===== src/rtl/alib_octree_pkg.sv =====
// Shared constants and types for the octree occupancy code packer:
// code-tier bases, prefix/length constants and the packer state encoding.
package alib_octree_pkg;

    // Largest code emitted by the rank-to-code table
    localparam int unsigned MAX_CODE_LEN = 13;

    // First rank of each code tier after tier 0
    localparam logic [7:0] TIER1_BASE = 8'd4;
    localparam logic [7:0] TIER2_BASE = 8'd12;
    localparam logic [7:0] TIER3_BASE = 8'd28;
    localparam logic [7:0] TIER4_BASE = 8'd92;

    // Unary-style prefixes selecting the tier
    localparam logic [0:0] PFX0 = 1'b0;
    localparam logic [1:0] PFX1 = 2'b10;
    localparam logic [2:0] PFX2 = 3'b110;
    localparam logic [3:0] PFX3 = 4'b1110;
    localparam logic [4:0] PFX4 = 5'b11110;

    // Total code length per tier (prefix + payload)
    localparam logic [3:0] LEN0 = 4'd3;
    localparam logic [3:0] LEN1 = 4'd5;
    localparam logic [3:0] LEN2 = 4'd7;
    localparam logic [3:0] LEN3 = 4'd10;
    localparam logic [3:0] LEN4 = 4'd13;

    typedef logic [MAX_CODE_LEN-1:0] code_t;
    typedef logic [3:0]              code_len_t;

    typedef enum logic [1:0] {
        ST_RUN   = 2'd0,
        ST_FLUSH = 2'd1,
        ST_DONE  = 2'd2
    } pk_state_e;

endpackage


===== src/rtl/alib_code_lut.sv =====
// Combinational rank-to-prefix-code table. The code is returned
// right-aligned in MAX_CODE_LEN bits together with its length.
module alib_code_lut
    import alib_octree_pkg::*;
(
    input  logic [7:0] i_rank,
    output code_t      o_code,
    output code_len_t  o_len
);

    logic [7:0] off1;
    logic [7:0] off2;
    logic [7:0] off3;
    logic [7:0] off4;

    assign off1 = i_rank - TIER1_BASE;
    assign off2 = i_rank - TIER2_BASE;
    assign off3 = i_rank - TIER3_BASE;
    assign off4 = i_rank - TIER4_BASE;

    // Select the tier by rank range and build prefix + offset payload
    always_comb begin
        o_code = '0;
        o_len  = LEN4;
        if (i_rank < TIER1_BASE) begin
            o_code = {10'b0, PFX0, i_rank[1:0]};
            o_len  = LEN0;
        end else if (i_rank < TIER2_BASE) begin
            o_code = {8'b0, PFX1, off1[2:0]};
            o_len  = LEN1;
        end else if (i_rank < TIER3_BASE) begin
            o_code = {6'b0, PFX2, off2[3:0]};
            o_len  = LEN2;
        end else if (i_rank < TIER4_BASE) begin
            o_code = {3'b0, PFX3, off3[5:0]};
            o_len  = LEN3;
        end else begin
            o_code = {PFX4, off4};
            o_len  = LEN4;
        end
    end

endmodule


===== src/rtl/alib_code_packer.sv =====
// Streaming packer: maps occupancy ranks to prefix codes and concatenates
// them MSB-first into WORD_W-bit output words, with a flush that drains
// the buffer as a zero-padded final word tagged last.
module alib_code_packer
    import alib_octree_pkg::*;
#(
    parameter int WORD_W = 32,
    parameter int CNT_W  = 32
) (
    input  logic                    i_clk,
    input  logic                    i_rst_n,
    input  logic                    i_rank_valid,
    output logic                    o_rank_ready,
    input  logic [7:0]              i_rank,
    input  logic                    i_flush,
    output logic                    o_word_valid,
    input  logic                    i_word_ready,
    output logic [WORD_W-1:0]       o_word,
    output logic [$clog2(WORD_W):0] o_word_bits,
    output logic                    o_word_last,
    output logic                    o_flush_done,
    output logic                    o_busy,
    output logic [CNT_W-1:0]        o_total_bits
);

    // Buffer leaves 16 bits of headroom: a code is only accepted with
    // fewer than WORD_W bits held, so at most WORD_W-1+13 bits are live.
    localparam int BUF_W = WORD_W + 16;
    localparam int CW    = $clog2(BUF_W) + 1;
    localparam int BW    = $clog2(WORD_W) + 1;

    pk_state_e         state_q, state_d;
    logic [BUF_W-1:0]  buf_q, buf_d;
    logic [CW-1:0]     count_q, count_d;
    logic [CNT_W-1:0]  total_q, total_d;

    code_t             lut_code;
    code_len_t         lut_len;
    logic [BUF_W-1:0]  code_left;
    logic [BUF_W-1:0]  code_placed;

    logic              rank_ready;
    logic              word_valid;
    logic              word_last;
    logic [BW-1:0]     word_bits;
    logic              accept;
    logic              emit;

    alib_code_lut u_lut (
        .i_rank (i_rank),
        .o_code (lut_code),
        .o_len  (lut_len)
    );

    // Left-align the code at the buffer top, then drop it below the live bits
    always_comb begin
        code_left   = {lut_code, {(BUF_W - MAX_CODE_LEN){1'b0}}} << (4'(MAX_CODE_LEN) - lut_len);
        code_placed = code_left >> count_q;
    end

    // Output-side handshake signals, derived only from registered state
    always_comb begin
        rank_ready = (state_q == ST_RUN) && (count_q < CW'(WORD_W));
        word_valid = 1'b0;
        word_last  = 1'b0;
        word_bits  = BW'(WORD_W);
        case (state_q)
            ST_RUN: begin
                word_valid = (count_q >= CW'(WORD_W));
            end
            ST_FLUSH: begin
                word_valid = (count_q != '0);
                word_last  = (count_q <= CW'(WORD_W));
                word_bits  = (count_q <= CW'(WORD_W)) ? BW'(count_q) : BW'(WORD_W);
            end
            default: begin
                word_valid = 1'b0;
            end
        endcase
        accept = rank_ready && i_rank_valid;
        emit   = word_valid && i_word_ready;
    end

    // Next-state for buffer, counters and the RUN/FLUSH/DONE sequence
    always_comb begin
        state_d = state_q;
        buf_d   = buf_q;
        count_d = count_q;
        total_d = total_q;

        if (accept) begin
            buf_d   = buf_q | code_placed;
            count_d = count_q + CW'(lut_len);
            total_d = total_q + CNT_W'(lut_len);
        end else if (emit) begin
            if (count_q <= CW'(WORD_W)) begin
                // Only reachable in FLUSH: the final partial word drains everything
                buf_d   = '0;
                count_d = '0;
            end else begin
                buf_d   = buf_q << WORD_W;
                count_d = count_q - CW'(WORD_W);
            end
        end

        case (state_q)
            ST_RUN:   if (i_flush) state_d = ST_FLUSH;
            ST_FLUSH: if (count_q == '0) state_d = ST_DONE;
            ST_DONE:  state_d = ST_RUN;
            default:  state_d = ST_RUN;
        endcase
    end

    // State registers; reset discards any buffered bits immediately
    always_ff @(posedge i_clk or negedge i_rst_n) begin
        if (!i_rst_n) begin
            state_q <= ST_RUN;
            buf_q   <= '0;
            count_q <= '0;
            total_q <= '0;
        end else begin
            state_q <= state_d;
            buf_q   <= buf_d;
            count_q <= count_d;
            total_q <= total_d;
        end
    end

    // Port drive; word metadata is zero whenever no word is offered
    always_comb begin
        o_rank_ready = rank_ready;
        o_word_valid = word_valid;
        o_word       = buf_q[BUF_W-1 -: WORD_W];
        o_word_bits  = word_valid ? word_bits : '0;
        o_word_last  = word_valid && word_last;
        o_flush_done = (state_q == ST_DONE);
        o_busy       = (state_q != ST_RUN) || (count_q != '0);
        o_total_bits = total_q;
    end

endmodule


===== config.mk =====
export PLATFORM = sky130hd
export DESIGN_NAME = alib_code_packer
export DESIGN_NICKNAME = d
export VERILOG_FILES = /design/src/rtl/alib_octree_pkg.sv /design/src/rtl/alib_code_lut.sv /design/src/rtl/alib_code_packer.sv
export SDC_FILE = /design/constraint.sdc
export NUM_CORES = 1
export LEC_CHECK = 0
export ABC_AREA = 0
export BUFFER_PORTS_ARGS = -buffer_cell sky130_fd_sc_hd__buf_4
export CAP_MARGIN = 30
export CORE_ASPECT_RATIO = 1.75
export CORE_MARGIN = 3
export CORE_UTILIZATION = 45
export CTS_BUF_LIST = sky130_fd_sc_hd__clkbuf_8
export CTS_CLUSTER_SIZE = 30
export DETAILED_ROUTE_END_ITERATION = 6
export PLACE_DENSITY = 0.64
export SLEW_MARGIN = 20
export SYNTH_ARGS = -nofsm -noshare
export SYNTH_HDL_FRONTEND = slang
export SYNTH_SLANG_ARGS = --single-unit
export TNS_END_PERCENT = 10

===== constraint.sdc =====
create_clock -name i_clk -period 4.2 [get_ports i_clk]
set_input_delay 0.42 -clock i_clk [delete_from_list [all_inputs] [get_ports i_clk]]
set_output_delay 0.42 -clock i_clk [all_outputs]
set_load 0.01 [all_outputs]

==> results of run 1 <==
[metal layers]
layer  global-route usage [%]  routed length, um
met2                     41.0               9140
met5                        0                  0
met4                     12.5                869
met3                     3.26                768
met1                     28.2               6980
[worst max-delay path, cell delays in order]
cell and delay, ns:
buf_4 0.14, ha_1 0.35, nand2b_1 0.25, o21a_1 0.13, o21ai_0 0.35, ha_1 0.45
xnor2_1 0.16, buf_4 0.17, o2111ai_1 0.15, o2111a_1 0.22, or4_1 0.49, and4_1 0.19
a21oi_1 0.31, o21ai_1 0.12
[cell type report]
| type | instances | area [um2] |
|---|---|---|
| inverter | 20 | 75.1 |
| fill | 1253 | 6160 |
| clock buffer | 9 | 124 |
| multi-input combinational | 494 | 3290 |
| timing repair buffer | 112 | 863 |
| clock inverter | 7 | 55.1 |
| tap | 171 | 214 |
| sequential | 89 | 2230 |
[through the flow]
stage | area [um2] | setup slack (ns) | hold slack [ns] | power [W] | std cells
after floorplan | 6020 | 0.492 | 0.124 | 0.00277 | 678
after global placement | 6630 | 0.191 | 0.460 | 0.00341 | 884
after detailed placement | 6630 | 0.129 | 0.465 | 0.00345 | 884
after CTS | 6810 | 0.517 | 0.200 | 0.00402 | 900
after global routing | 6850 | 0.295 | 0.243 | 0.00428 | 902
final | 6850 | 0.534 | 0.250 | 0.00401 | 902
[flip-flops by register name (all words and copies together) (netlist names)]
| name | flops |
|---|---|
| state_q | 2 |
| buf_q | 48 |
| o_total_bits | 32 |
| count_q | 7 |
[cells in the final DEF, fill, tap and decap left out, drive strengths merged, types with 11 or more instances in the layout]
| cell type | synthesis | routed |
|---|---|---|
| o21ai | 46 | 46 |
| xor2 | 12 | 12 |
| inv | 18 | 21 |
| and2 | 15 | 15 |
| nand2 | 68 | 68 |
| a21oi | 41 | 41 |
| xnor2 | 26 | 26 |
| and3 | 18 | 18 |
| nor3 | 13 | 13 |
| buf | 43 | 111 |
| nand3 | 27 | 27 |
| nor2 | 53 | 53 |
| ha | 11 | 11 |
| o221ai | 15 | 15 |
| dfrtp | 89 | 89 |
[repair_timing]
action,4_1_cts,5_1_grt
hold buffers,0,1
endpoints found under the hold margin,0,14
setup buffers,0,0
[kinds of logic after synthesis]
group / synth area share (%)
AO/OA/AOI/OAI: 24.2
flip-flops: 37.0
XOR/XNOR: 5.78
buffers and inverters: 8.37
multiplexers: 1.99
adder cells (fa/ha/maj): 2.95
AND/OR/NAND/NOR: 19.7
[report_power, final]
part | total, W | switching [W] | internal (W)
Combinational | 0.00217 | 0.00129 | 0.000878
Sequential | 0.00128 | 0.000209 | 0.00107
Clock | 0.000565 | 0.000344 | 0.000220
[worst paths after layout]
check,startpoint,end,depth (start not counted)
max,i_rank[2],buf_q[33],14
min,i_flush,state_q[0],2
max reg2reg,count_q[5],buf_q[15],6
min reg2reg,o_total_bits[31],o_total_bits[31],1
max in group asynchronous,i_rst_n,o_total_bits[4],4
min in group asynchronous,i_rst_n,buf_q[3],2
==> flow_summary_export.csv, run 1 <==
group,metric,value,unit
timing,layout_worst_path_cycle_share,87.3,%
clock_network,path_clk_slew,0.10,ns
clock_network,numCtsBuffers,9,
drt,wirelength,17.8,mm
yosys,synth_seq_cells,89,
timing,rsz0062_at_grt,"no",
yosys,synth_top_area_share,37.0,%
yosys,synth.area.top_cells,"dfrtp_1, nand2_1, buf_4",
yosys,yosysMostFrequentCell,"dfrtp_1",
pwr,p_leak,3.11,nW
timing,hold_viol,0,
floorplanning,core_area,13000,um2
grt,grt_pass1_wl,28.3,mm
timing,final.setup.tns,0,ns
timing,worstMarginPinSlew,0.779,ns
drt,route.detailed.drc,0,
setup_path,arrival,3.90,ns
layout,antenna_cells,0,
yosys,ys_top_cells_by_count,"dfrtp_1, nand2_1, nor2_1, a21oi_1, buf_4",
yosys,yosysUniqueCellTypes,84,
layout,drive_above_1_share,21.1,%
clock_network,clockBufferDepth,2,
timing,maxSlewHeadroom,47.9,%
layout,final_util,52.7,%
grt,grt-ovfl-total,0,
drt,final_antenna_net_count,0,
pwr,peakVddDrop,312,uV
run,maxCapViolations,0,
yosys,async_reset_ff_share,100,%
place,place_congestion,0.894,
grt,track_usage,23.8,%
setup_path,end_kind,"flop",
worst_hold_path,min_path_type,"primary input to flop",
setup_path,rrSetupSlack,1.22,ns
timing,period_minus_slack,3.67,ns
drt,via_per_inst,5.97,
pwr,p_per_area,586,nW/um2
yosys,avgSynthCellArea,8.88,um2
clock_network,clkLatencyLatePin,0.37,ns
floorplanning,placementRows,55,
drt,wire_per_inst,19.7,um
drt,drt-pass1-iter-count,5,
yosys,synth.cell_area,6020,um2
timing,fin_skew,0.0128,ns
clock_network,cts_num_sinks,89,
yosys,synth_edf_count,0,
floorplanning,die_w,93.4,um
yosys,yosysTopAreaCell,"dfrtp_1",
setup_path,worst-path-max-fanout,10,
timing,drv_slew,0,
clock_network,h-tree-depth,3,
floorplanning,initial_utilization,46.3,%
floorplanning,num_io_pins,88,
yosys,netlist_instances,678,
layout,nNetsFinal,752,
setup_path,crit_type,"primary input to flop",
timing,fmax,0.273,GHz
yosys,yosysSeqAreaShare,37.0,%
yosys,synth_fp_nets,704,
timing,setup_viol_count_final,0,
drt,vias,5384,
floorplanning,die_h,159,um
drt,drt_iter0_drc,283,
yosys,yosysWarnings,0,
clock_network,ctsResizeCount,0,
layout,synthToLayoutAreaGrowth,13.7,%
grt,grt_pass1_vias,5288,
grt,grt_start_max_net_pins,72,
clock_network,cts_tree,"yes",
status,status,"finished, final reports clean",
place,dp_hpwl,13.4,mm
place,place.port_buffers,87,
floorplanning,dieArea,14900,um2
clock_network,root_buffer,"clkbuf_8",
yosys,yosys_most_used_dff,"dfrtp_1",
setup_path,crit_path_start_kind,"primary input",
setup_path,worstPathRequired,4.44,ns
grt,antenna_found_initial,0,
Power figures use the tool's default switching activity.
==> inputs of run 2 (changes only) <==
CORE_ASPECT_RATIO = 1.1   (was 1.75)
SYNTH_HIERARCHICAL = 1   (was unset)
==> run 2 against run 1 <==
Effect of this change: final cell count is 3.7% higher; register-to-register slack better by 0.09 ns; final area is 5.3% higher; synthesized area is 7.7% higher; routed wire length is 0.50% higher; synthesized cell count is 4.0% higher; via count is 4.8% higher; critical path type unchanged.
==> flow_summary_export.csv, run 2 <==
group,metric,value,unit
setup_path,ff2ff_path_depth,10,
timing,worstMarginPinSlew,0.813,ns
pwr,p_leak,3.20,nW
timing,rsz0062_at_grt,"no",
yosys,synthMuxAreaShare,5.71,%
yosys,async_reset_ff_share,100,%
setup_path,worst-path-max-fanout,14,
drt,wirelength,17.8,mm
pwr,seqPwrFrac,30.7,%
status,status,"finished, final reports clean",
pwr,swShare,46.5,%
clock_network,numCtsBuffers,9,
setup_path,worstPathCellList,"buf_4, ha_1, a21o_1, a21o_2, nor2b_4, nor2_2, ha_1, xnor2_4, nor3_1, a31oi_1, a21oi_4, o32ai_2, o21ai_1, o221ai_1",
timing,hold_viol,0,
yosys,synth_fa_ha_area_share,2.93,%
yosys,synth_edf_count,0,
yosys,yosysMostFrequentCell,"dfrtp_1",
layout,regMostFlops,"buf_q",
floorplanning,core_area,14000,um2
drt,via_per_inst,6.04,
grt,grt_pass1_vias,5588,
yosys,avgSynthCellArea,9.20,um2
timing,fin_skew,0.0184,ns
yosys,netlist_instances,705,
drt,route.detailed.drc,0,
clock_network,cts_tree,"yes",
setup_path,cp-startpoint,"i_rank[2]",
clock_network,ctsResizeCount,0,
clock_network,path_clk_slew,0.10,ns
layout,nNetsFinal,770,
setup_path,cp_slowest_stage_delay,0.59,ns
yosys,yosys.area_share.simple,19.6,%
yosys,yosysSeqAreaShare,34.3,%
yosys,synth_top_area_share,34.3,%
yosys,synth_xor_area_share,5.13,%
clock_network,root_buffer,"clkbuf_8",
setup_path,regToRegStartpoint,"count_q[2]",
setup_path,crit_buf_inv,1,
pwr,switchingPower,0.00192,W
timing,maxSlewHeadroom,45.8,%
timing,drv_slew,0,
drt,wire_per_inst,19.1,um
grt,grt_start_max_net_pins,64,
layout,mostFrequentLayoutCells,"buf_4, dfrtp_1, nand2_1",
pwr,p_per_area,574,nW/um2
setup_path,arrival,4.03,ns
pwr,p_comb_share,56.3,%
grt,grt-ovfl-total,0,
clock_network,cts_num_sinks,89,
clock_network,clockBufferDepth,2,
layout,antenna_cells,0,
layout,synthToLayoutAreaGrowth,11.2,%
setup_path,end_kind,"flop",
yosys,synth_top_family_by_area,"compound AO/OA/AOI/OAI gates",
place,dp_hpwl,13.3,mm
floorplanning,die_h,132,um
setup_path,crit_type,"primary input to flop",
timing,setup_viol_count_final,0,
yosys,synth.cell_area,6480,um2
clock_network,h-tree-depth,3,
floorplanning,initial_utilization,46.4,%
pwr,p_int,0.00221,W
floorplanning,die_w,120,um
yosys,synth_compound_area_share,23.7,%
place,dp.cells,920,
setup_path,crit_path_start_kind,"primary input",
run,maxCapViolations,0,
place,place.port_buffers,87,
floorplanning,dieArea,15900,um2
setup_path,crit_top_cell,"ha_1",
setup_path,worstPathRequired,4.48,ns
drt,vias,5644,
setup_path,r2r_end,"buf_q[39]",
floorplanning,placementRows,45,
grt,antenna_found_initial,0,
timing,fmax,0.267,GHz
yosys,ys_top_cells_by_count,"dfrtp_1, nand2_1, nor2_1, buf_4, o21ai_0",
floorplanning,num_io_pins,88,
yosys,yosysTopAreaCell,"dfrtp_1",
yosys,yosysUniqueCellTypes,88,
yosys,synth_fp_nets,732,
clock_network,post_cts_buffers,0,
pwr,peakVddDrop,265,uV
yosys,yosysWarnings,6,
timing,final.setup.tns,0,ns
setup_path,rrSetupSlack,1.31,ns
drt,final_antenna_net_count,0,
layout,mostFrequentLayoutCell,"buf_4",
clock_network,hold_buffers,0,
layout,drive_above_1_share,23.7,%
setup_path,crit_slowest_cell,"o32ai_2",
setup_path,path_delay_family,"compound AO/OA/AOI/OAI gates",
yosys,yosys_most_used_dff,"dfrtp_1",
grt,track_usage,22.7,%
drt,drt-pass1-iter-count,5,
layout,fin_cells,935,
drt,drt_iter0_drc,393,
grt,grt_pass1_wl,29.6,mm
clock_network,clkLatencyLatePin,0.38,ns
place,place_congestion,0.922,
timing,period_minus_slack,3.75,ns
yosys,synth.area.top_cells,"dfrtp_1, buf_4, nand2_1",
timing,layout_worst_path_cycle_share,89.2,%
worst_hold_path,min_path_type,"primary input to asynchronous set/reset pin",
layout,largest_reg_flops,48,
yosys,synth_seq_cells,89,
pwr,pwr-share-clk,13.0,%
==> run 2: logic make-up after synthesis <==
kind of cell,Yosys count
adder cells (fa/ha/maj),14
XOR/XNOR,35
AO/OA/AOI/OAI,198
AND/OR/NAND/NOR,243
multiplexers,31
flip-flops,89
buffers and inverters,95
==> run 2: through the flow <==
stage	area, um2	total power (W)	util (%)	setup WS [ns]	hold WS, ns
after detailed placement	7040	0.00359	50.4	0.120	0.468
after floorplan	6480	0.00291	-	0.616	0.124
after global placement	7040	0.00356	50.4	0.187	0.464
after global routing	7210	0.00441	51.6	0.183	0.199
final	7210	0.00414	51.6	0.452	0.128
after CTS	7210	0.00413	51.6	0.526	0.153
==> run 2: how the worst max path moves through the flow <==
stage                             endpoint  slack (ns)  depth (start not counted)
after floorplan           o_total_bits[28]        0.62                         17
after global placement           buf_q[16]        0.19                         14
after detailed placement         buf_q[24]        0.12                         14
after CTS                        buf_q[24]        0.53                         14
after global routing             buf_q[16]        0.18                         16
final                            buf_q[24]        0.45                         14
==> run 2: worst reg2reg max path, cell delays in order (launching register included) <==
cell	delay (ns)
dfrtp_1	0.36
buf_4	0.22
nor2_1	0.37
and3_1	0.35
a211oi_2	0.12
nand2_1	0.09
buf_4	0.46
a21boi_0	0.18
buf_4	0.23
a222oi_1	0.23
o21ai_0	0.14
==> run 2: layout make-up <==
class | instances | area (um2)
Clock buffer | 10 | 138
Clock inverter | 5 | 32.5
Timing Repair Buffer | 108 | 823
Tap cell | 188 | 235
Fill cell | 1372 | 6750
Sequential cell | 89 | 2230
Multi-Input combinational cell | 521 | 3700
Inverter | 14 | 52.6
==> run 2: power groups by stage <==
stage / Clock [W] / Sequential (W) / Combinational [W]
after global placement: 0 / 0.00128 / 0.00228
after detailed placement: 0 / 0.00128 / 0.00231
after CTS: 0.000546 / 0.00127 / 0.00232
after global routing: 0.000579 / 0.00130 / 0.00253
final: 0.000539 / 0.00127 / 0.00233
after floorplan: 0 / 0.00123 / 0.00168
==> run 2: routing by layer <==
layer	GRT usage, %	wire, um	share of wire, %	vias to the layer above
met3	3.48	983	5.5	50
met5	0	0	0	-
met1	30.3	7680	43	2757
met2	36.4	8550	48	200
li1	-	-	-	2637
met4	10.1	631	3.5	0
